File: src/rtl/pipe_pkg.sv
// Shared encodings and defaults for the RV32I pipeline sequencer.
// Latency: n/a (declarations only); backpressure: n/a.
package pipe_pkg;

  typedef enum logic [1:0] {
    BOOT     = 2'd0,
    RUN      = 2'd1,
    MEM_WAIT = 2'd2
  } state_t;

  localparam logic [4:0] REG_ZERO = 5'd0;

  localparam int BOOT_CYCLES_DEF = 4;
  localparam int MEM_TIMEOUT_DEF = 255;

endpackage

File: src/rtl/sat_counter.sv
// Event counter that sticks at all-ones instead of wrapping.
// Latency: count visible the cycle after i_inc; backpressure: none (i_inc is a pulse per event).
module sat_counter #(
  parameter int W = 32
) (
  input  logic         clk,
  input  logic         rstn,
  input  logic         i_inc,
  input  logic         i_clear,
  output logic [W-1:0] o_cnt
);

  logic [W-1:0] r_cnt;

  always_ff @(posedge clk or negedge rstn) begin
    if (!rstn) begin
      r_cnt <= '0;
    end else if (i_clear) begin
      r_cnt <= '0;
    end else if (i_inc && (r_cnt != '1)) begin
      r_cnt <= r_cnt + 1'b1;
    end
  end

  assign o_cnt = r_cnt;

endmodule

File: src/rtl/pipe_hazard_ctrl.sv
// Pipeline sequencer: PC/IF/ID/EX stall, flush and hold from load-use, redirects, memory waits and boot hold.
// Latency: controls are combinational (zero cycles); backpressure: mem_req without mem_ready freezes the whole pipe.
module pipe_hazard_ctrl
  import pipe_pkg::*;
#(
  parameter int BOOT_CYCLES = BOOT_CYCLES_DEF,
  parameter int MEM_TIMEOUT = MEM_TIMEOUT_DEF,
  parameter int CNT_W       = 32
) (
  input  logic             clk,
  input  logic             rstn,
  input  logic             memread_ex,
  input  logic [4:0]       rd_ex,
  input  logic [4:0]       rs_id,
  input  logic [4:0]       rt_id,
  input  logic             use_rs_id,
  input  logic             use_rt_id,
  input  logic             branch_taken_ex,
  input  logic             jmp_ex,
  input  logic             jalr_ex,
  input  logic             mem_req,
  input  logic             mem_ready,
  output logic             pc_write,
  output logic             pc_sel_redirect,
  output logic             ifid_write,
  output logic             ifid_flush,
  output logic             idex_flush,
  output logic             pipe_hold,
  output logic             mem_err,
  output logic [CNT_W-1:0] stall_cnt,
  output logic [CNT_W-1:0] flush_cnt,
  output logic [CNT_W-1:0] memwait_cnt
);

  localparam int BW = (BOOT_CYCLES > 1) ? $clog2(BOOT_CYCLES) : 1;
  localparam int TW = $clog2(MEM_TIMEOUT + 1);
  localparam logic [BW-1:0] BOOT_LAST = BW'(BOOT_CYCLES - 1);
  localparam logic [TW-1:0] TIMEOUT_V = TW'(MEM_TIMEOUT);

  state_t        r_state;
  state_t        w_state_nxt;
  logic [BW-1:0] r_boot_cnt;
  logic [TW-1:0] r_wait_cnt;
  logic          r_mem_err;

  logic w_redirect;
  logic w_load_use;
  logic w_mem_wait;
  logic w_stall_evt;
  logic w_flush_evt;

  assign w_redirect = branch_taken_ex | jmp_ex | jalr_ex;
  assign w_load_use = memread_ex && (rd_ex != REG_ZERO) &&
                      ((use_rs_id && (rs_id == rd_ex)) || (use_rt_id && (rt_id == rd_ex)));
  // Once waiting, only mem_ready releases the hold; the frozen MEM op is still pending.
  assign w_mem_wait = (r_state == MEM_WAIT) ? !mem_ready : (mem_req && !mem_ready);

  always_comb begin
    w_state_nxt     = r_state;
    pc_write        = 1'b0;
    pc_sel_redirect = 1'b0;
    ifid_write      = 1'b0;
    ifid_flush      = 1'b0;
    idex_flush      = 1'b0;
    pipe_hold       = 1'b0;
    w_stall_evt     = 1'b0;
    w_flush_evt     = 1'b0;

    case (r_state)
      BOOT: begin
        ifid_flush = 1'b1;
        idex_flush = 1'b1;
        if (r_boot_cnt == BOOT_LAST) begin
          w_state_nxt = RUN;
        end
      end
      RUN, MEM_WAIT: begin
        if (w_mem_wait) begin
          pipe_hold   = 1'b1;
          w_state_nxt = MEM_WAIT;
        end else begin
          w_state_nxt = RUN;
          if (w_redirect) begin
            pc_write        = 1'b1;
            pc_sel_redirect = 1'b1;
            ifid_write      = 1'b1;
            ifid_flush      = 1'b1;
            idex_flush      = 1'b1;
            w_flush_evt     = 1'b1;
          end else if (w_load_use) begin
            idex_flush  = 1'b1;
            w_stall_evt = 1'b1;
          end else begin
            pc_write   = 1'b1;
            ifid_write = 1'b1;
          end
        end
      end
      default: begin
        w_state_nxt = BOOT;
      end
    endcase
  end

  always_ff @(posedge clk or negedge rstn) begin
    if (!rstn) begin
      r_state    <= BOOT;
      r_boot_cnt <= '0;
      r_wait_cnt <= '0;
      r_mem_err  <= 1'b0;
    end else begin
      r_state <= w_state_nxt;
      if (r_state == BOOT) begin
        r_boot_cnt <= r_boot_cnt + 1'b1;
      end
      // r_wait_cnt counts hold cycles already completed; this edge completes one more.
      if (pipe_hold) begin
        if (r_wait_cnt != TIMEOUT_V) begin
          r_wait_cnt <= r_wait_cnt + 1'b1;
        end
        if (r_wait_cnt == (TIMEOUT_V - 1'b1)) begin
          r_mem_err <= 1'b1;
        end
      end else begin
        r_wait_cnt <= '0;
      end
    end
  end

  assign mem_err = r_mem_err;

  sat_counter #(.W(CNT_W)) u_stall_cnt (
    .clk     (clk),
    .rstn    (rstn),
    .i_inc   (w_stall_evt),
    .i_clear (1'b0),
    .o_cnt   (stall_cnt)
  );

  sat_counter #(.W(CNT_W)) u_flush_cnt (
    .clk     (clk),
    .rstn    (rstn),
    .i_inc   (w_flush_evt),
    .i_clear (1'b0),
    .o_cnt   (flush_cnt)
  );

  sat_counter #(.W(CNT_W)) u_memwait_cnt (
    .clk     (clk),
    .rstn    (rstn),
    .i_inc   (pipe_hold),
    .i_clear (1'b0),
    .o_cnt   (memwait_cnt)
  );

endmodule

File: config.mk
export PLATFORM = sky130hd
export DESIGN_NAME = pipe_hazard_ctrl
export DESIGN_NICKNAME = d
export VERILOG_FILES = /design/src/rtl/pipe_pkg.sv /design/src/rtl/sat_counter.sv /design/src/rtl/pipe_hazard_ctrl.sv
export SDC_FILE = /design/constraint.sdc
export NUM_CORES = 1
export LEC_CHECK = 0
export CAP_MARGIN = 20
export CELL_PAD_IN_SITES_DETAIL_PLACEMENT = 0
export CELL_PAD_IN_SITES_GLOBAL_PLACEMENT = 1
export CORE_MARGIN = 3
export CORE_UTILIZATION = 41
export CTS_BUF_LIST = sky130_fd_sc_hd__clkbuf_4
export DETAILED_ROUTE_END_ITERATION = 8
export PLACE_DENSITY = 0.88
export SYNTH_ARGS = -nofsm -noshare
export SYNTH_HDL_FRONTEND = slang
export SYNTH_HIERARCHICAL = 1
export SYNTH_SLANG_ARGS = --single-unit
export TNS_END_PERCENT = 1
File: constraint.sdc
create_clock -name clk -period 3.47 [get_ports clk]
set_clock_uncertainty 0.15 [all_clocks]
set_input_delay 0.694 -clock clk [delete_from_list [all_inputs] [get_ports clk]]
set_output_delay 0.694 -clock clk [all_outputs]
set_load 0.02 [all_outputs]
; ---- Word level (Yosys, flattened, before mapping)
; Cells that the tools add are included.
; Widths: inputs -> output; s select.
[word_totals]
out_inout_bits = 103
ram_bits = 0
romBits = 0
n_memories = 0
latchBits = 0
reg_bits = 109
[classes]
n_div = 0
n_mul = 0
n_addsub = 5
eq_ne = 12
n_mux = 23
shift = 0
n_bitwise = 2
n_reduce_logical = 14
n_lt_le_gt_ge = 0
[ops]
columns = operator, count
row1 = $add 32x1->32 const B, 3
row2 = $ne 32x32->1 const B, 3
row3 = $mux 1, 16
row4 = $mux 8, 2
row5 = $eq 5x5->1, 2
row6 = $add 8x1->8 const B, 1
row7 = $eq 8x8->1 const B, 1
row8 = $logic_and 1x1->1, 8
row9 = $ne 8x8->1 const B, 1
row10 = $reduce_bool 5->1, 1
row11 = $eq 2x2->1 const B, 2
row12 = $mux 2, 2
row13 = $ne 2x2->1 const B, 2
row14 = $pmux 1 s2, 2
row15 = $pmux 2 s2, 1
row16 = $add 2x1->2 const B, 1
row17 = $eq 2x1->1 const B, 1
row18 = $logic_not 2->1, 1
row19 = $or 1x1->1, 2
row20 = $reduce_and 2->1, 1
row21 = $reduce_or 2->1, 1
row22 = $logic_not 1->1, 1
row23 = $logic_or 1x1->1, 1

; ---- Depth between registers and ports, before layout
[logic_depth]
depth_word = 9
ltp_mapped = 13
ltp_nobuf = 10

; ---- By module
; Netlist, hierarchy kept.
[modules_own_cells]
columns = mod, seq_area_each_um2, area_per_inst_um2, n_inst, cells_each
row1 = sat_counter (u_flush_cnt ...), 800.8, 1854.3, 2, 198
row2 = sat_counter (u_stall_cnt), 800.8, 1866.8, 1, 198
row3 = pipe_hazard_ctrl, 325.3, 905.9, 1, 94

; ---- Least setup slack after synthesis
; Ideal clock, no wire load.
[synth_path]
path_type = input to register
startpoint = input rd_ex[3]
endpoint = register u_stall_cnt.r_cnt[31] (netlist: u_stall_cnt/o_cnt[31])
slack_ns = 0.223
required_ns = 3.195
cell_stages = 10
arrival_ns = 2.972
path_cell_list = xor2_1 > nor4_2 > a32oi_1 > nor4_1 > and3_1 > nand4_1 > a21o_2 > buf_4 > nor4_1 > mux2_2
[synth_via]
elab_chain_cells = 9
elab_cells_between_ends = 13
[synth_lines]
columns = item, line_no
row1 = start: declaration, pipe_hazard_ctrl.sv:13  ; input logic [4:0] rd_ex,
row2 = $eq 5x5->1, pipe_hazard_ctrl.sv:54  ; ((use_rs_id && (rs_id == rd_ex)) || (use_rt_id && (rt_id == rd_ex)));
row3 = $logic_and 1x1->1, pipe_hazard_ctrl.sv:54
row4 = $logic_or 1x1->1, pipe_hazard_ctrl.sv:54
row5 = $logic_and 1x1->1 *, pipe_hazard_ctrl.sv:53  ; assign w_load_use = memread_ex && (rd_ex != REG_ZERO) &&
row6 = $mux 1 *, pipe_hazard_ctrl.sv:90  ; end else if (w_load_use) begin
row7 = $mux 1 *, pipe_hazard_ctrl.sv:83  ; if (w_redirect) begin
row8 = $mux 1 *, pipe_hazard_ctrl.sv:78  ; if (w_mem_wait) begin
row9 = $mux 1 *, pipe_hazard_ctrl.sv:69  ; case (r_state)
row10 = via w_stall_evt, pipe_hazard_ctrl.sv:49  ; logic w_stall_evt;
row11 = $logic_and 1x1->1 *, sat_counter.sv:20  ; end else if (i_inc && (r_cnt != '1)) begin
row12 = end signal: assignment, sat_counter.sv:21  ; r_cnt <= r_cnt + 1'b1;
row13 = end: declaration, sat_counter.sv:13  ; logic [W-1:0] r_cnt;
; Mark *: on every way through the listed nets, which the timed path passes. The rest lies on a longest branch.
; A chain may end at the register's enable or synchronous reset.

; ---- Worst setup path after layout
[layout_path]
startpoint = input rd_ex[1]
endpoint = output pc_write
[layout_via]
elab_chain_cells = 8
elab_cells_between_ends = 12
[layout_lines]
columns = item, line_no
row1 = $eq 5x5->1, pipe_hazard_ctrl.sv:54
row2 = $logic_and 1x1->1, pipe_hazard_ctrl.sv:54
row3 = $logic_or 1x1->1, pipe_hazard_ctrl.sv:54
row4 = $logic_and 1x1->1 *, pipe_hazard_ctrl.sv:53
row5 = $mux 1 *, pipe_hazard_ctrl.sv:90
row6 = $mux 1 *, pipe_hazard_ctrl.sv:83
row7 = $mux 1 *, pipe_hazard_ctrl.sv:78
row8 = $mux 1 *, pipe_hazard_ctrl.sv:69
row9 = end: declaration, pipe_hazard_ctrl.sv:23  ; output logic pc_write,
; Mark *: on every way between the ends. The rest lies on a longest branch, timed or not.

==> metrics <==
Main synth FF type dfrtp_1; Post-synth EDFFs 0; Area Overhead vs Synth 27.1%; Port Buf Inserts 127; Synth Warn # 6; fraction of layout instances using a drive strength above 1 0.114; Final period util 0.995; H-tree Lvls 3; Syn Inst Count 688; Max Slew Vio Count 0; Routed WL between 15000 and 20000 um; worst setup margin 0.0175 ns; boundary pin count 128; Max IR drop VDD ~0.00016 V; antenna cell count 0; Routed wire per std cell 16.0 um; sw frac 0.308; Required @ worst endpoint 2.63 ns; clock group share of total power 0.238; CP Max Fanout 3; register share of total power 0.547; top post-synthesis cells by area dfrtp_1 42%, nor2_1 4.9%, xnor2_1 4.9%; Worst-Margin Slew about 0.7 ns; setup violators final 0; die height 132 um; Logic pwr share 0.215; crit end category output pin; PwrDens 300 mW/mm2; # rows 45; Seq/Total Area, Yosys 0.421; # DRC 0; maximum clock path buffer count 2; vias in the first global route 5660; core area around 0.015 mm2; drt pass-1 iters 5; pre-CTS WS -0.466 ns; routed vias 5693; Arr. time, crit path 2.61 ns; CTS buffer count 9; initial DRC count 303; CTS tree built; initial antenna violation count 0; syn_area_per_cell 9.42 um2; number of placed instances, taps included 1034; die area between 0.015 and 0.02 mm2; CTS root buf clkbuf_4; ys async rst share 1.00; max cap viols 0; Reg clk slew, reported paths 0.15 ns; Worst-Skew Late Latency 0.47 ns; startpoint class of the critical path input port; Yosys cell types 57; post-DP HPWL 12300 um; mapped cell area 0.00648 mm2; Placer Congestion 0.874; Leak Pwr about 3.3 nW; crit path time final 3.45 ns; Routed Antenna Nets 0; outcome finished clean; #FFs+latches synth 109; fin cells between 1000 and 1500; largest net degree at the start of global routing 50; Starting Density 0.423; critical path type input port to output pin; first-pass GRT wire length ~28000 um; HP Class input port to async pin; cell-internal power 1.71 mW; Post CTS Setup Buffer Count 0; Final Net Count about 870; Psw 762 uW; FMAX 0.290 GHz; chip width 132 um; Slew headroom 0.529; post-synth top area cell dfrtp_1; Hold Vio Cnt, Final 0; RSZ-0062 raised after global routing yes; top cell type's share of synthesized area 0.421; vias per inst 5.42; global route overflow 0; Clock Sinks 109; GRT Overall Usage 0.194
## power groups by stage
| stage | sequential (mW) | clock (mW) | combinational (mW) |
|---|---|---|---|
| 6_report | 1.35 | 0.588 | 0.533 |
| 3_5_place_dp | 1.38 | 0 | 0.540 |
| 3_3_place_gp | 1.37 | 0 | 0.521 |
| 2_1_floorplan | 1.38 | 0 | 0.292 |
| 5_1_grt | 1.36 | 0.672 | 0.585 |
| 4_1_cts | 1.35 | 0.623 | 0.529 |
## cells in the mapped netlist, types with 5 or more instances
| library cell | instances |
|---|---|
| a211oi_1 | 17 |
| a21o_1 | 7 |
| a21oi_1 | 35 |
| a31o_2 | 6 |
| a31oi_1 | 5 |
| and2_1 | 9 |
| and3_1 | 23 |
| buf_2 | 5 |
| buf_4 | 5 |
| clkbuf_1 | 14 |
| dfrtp_1 | 109 |
| ha_1 | 9 |
| inv_1 | 28 |
| mux2_2 | 16 |
| nand2_1 | 38 |
| nand2b_1 | 6 |
| nand3_1 | 37 |
| nand4_1 | 19 |
| nor2_1 | 85 |
| nor2b_1 | 19 |
| nor3_1 | 14 |
| nor4_1 | 14 |
| nor4_2 | 7 |
| o21ai_0 | 14 |
| o31ai_1 | 10 |
| or3_1 | 17 |
| or4_1 | 10 |
| xnor2_1 | 36 |
| xor2_1 | 18 |
## cell families (layout without fill, tap and decap cells)
logic type                 Yosys count  count (layout)  share of synthesized area
muxes                               22              22                     0.0394
DFF                                109             109                      0.421
buffers and inverters               52             192                     0.0340
AOI/OAI and AO/OA                  113             113                      0.124
xor gates and xnor gates            54              54                     0.0730
adders and majority gates            9               9                     0.0174
other                                1              12                   0.000579
and+or+nand+nor                    328             328                      0.291
## metal layers
layer,vias to the layer above,track usage,share of wire
li1,2777,-,-
met1,2760,0.253,0.44
met2,141,0.334,0.50
met3,15,0.0305,0.039
met4,0,0.0595,0.014
met5,-,0,0
## cell usage in the layout, fill, tap and decap left out, types with 4 or more instances in the layout
| cell | instances |
|---|---|
| a211oi_1 | 17 |
| nor4_1 | 12 |
| a31o_2 | 6 |
| or3_1 | 17 |
| nor2_1 | 85 |
| dfrtp_1 | 109 |
| and2_1 | 9 |
| clkdlybuf4s50_1 | 120 |
| o21ai_0 | 14 |
| nand4_2 | 4 |
| nor4_2 | 9 |
| a31oi_1 | 5 |
| nand4_1 | 19 |
| a21o_1 | 7 |
| nor3_1 | 14 |
| conb_1 | 12 |
| clkbuf_4 | 12 |
| inv_1 | 28 |
| xnor2_1 | 36 |
| a21oi_1 | 35 |
| xor2_1 | 18 |
| nand2b_1 | 6 |
| or4_1 | 10 |
| ha_1 | 9 |
| nand3b_1 | 4 |
| o31ai_1 | 10 |
| mux2_2 | 16 |
| and3_1 | 23 |
| nand3_1 | 37 |
| nand2_1 | 38 |
| nor2b_1 | 19 |
| buf_4 | 22 |
## worst paths after layout
kind,start,endpoint,slack [ns],cells after the start
max reg2reg,r_state[0],u_stall_cnt/o_cnt[29],0.44,10
min in group clk,mem_err,mem_err,0.35,1
max in group asynchronous,rstn,u_flush_cnt/o_cnt[23],2.30,2
min reg2reg,mem_err,mem_err,0.35,1
max,rd_ex[1],pc_write,0.02,7
min,rstn,u_flush_cnt/o_cnt[5],0.08,1
## sequential cells by signal, summed over array words and instances, names as in the netlist
name and flops:
u_memwait_cnt/o_cnt 32, r_boot_cnt 2, u_flush_cnt/o_cnt 32, r_state 2
r_wait_cnt 8, u_stall_cnt/o_cnt 32, mem_err 1
## critical path, stage by stage
cell and delay [ns]:
clkdlybuf4s50_1 0.47, xor2_1 0.20, nor4_2 0.29, a32oi_1 0.12, buf_4 0.16, o311a_1 0.33
dlygate4sd2_1 0.34
## stage by stage
stage	instance area, um2	hold slack (ns)	power [mW]	utilization	TNS [ns]
2_1_floorplan	6520	0.248	1.67	-	0
3_5_place_dp	8110	0.315	1.92	0.530	-5.15
4_1_cts	8230	0.0849	2.50	0.537	0
3_3_place_gp	8110	0.311	1.89	0.530	-2.94
6_report	8240	0.0750	2.47	0.538	0
5_1_grt	8240	0.0934	2.62	0.538	-0.163
## final cells by class
cell class                 count  area [um2]
fill                        1424        7070
multi-input combinational    538        3590
sequential                   109        2730
timing repair buffer         148        1440
tap                          211         264
inverter                      28         105
clock buffer                  12        90.1
clock inverter                 4        25.0
## what timing repair did
item | CTS | global route
gates resized for setup | 4 | 5
hold buffers | 0 | 0
setup endpoints to repair | 3 | 9
pin swaps | 1 | 0
Power figures use the tool's default switching activity.
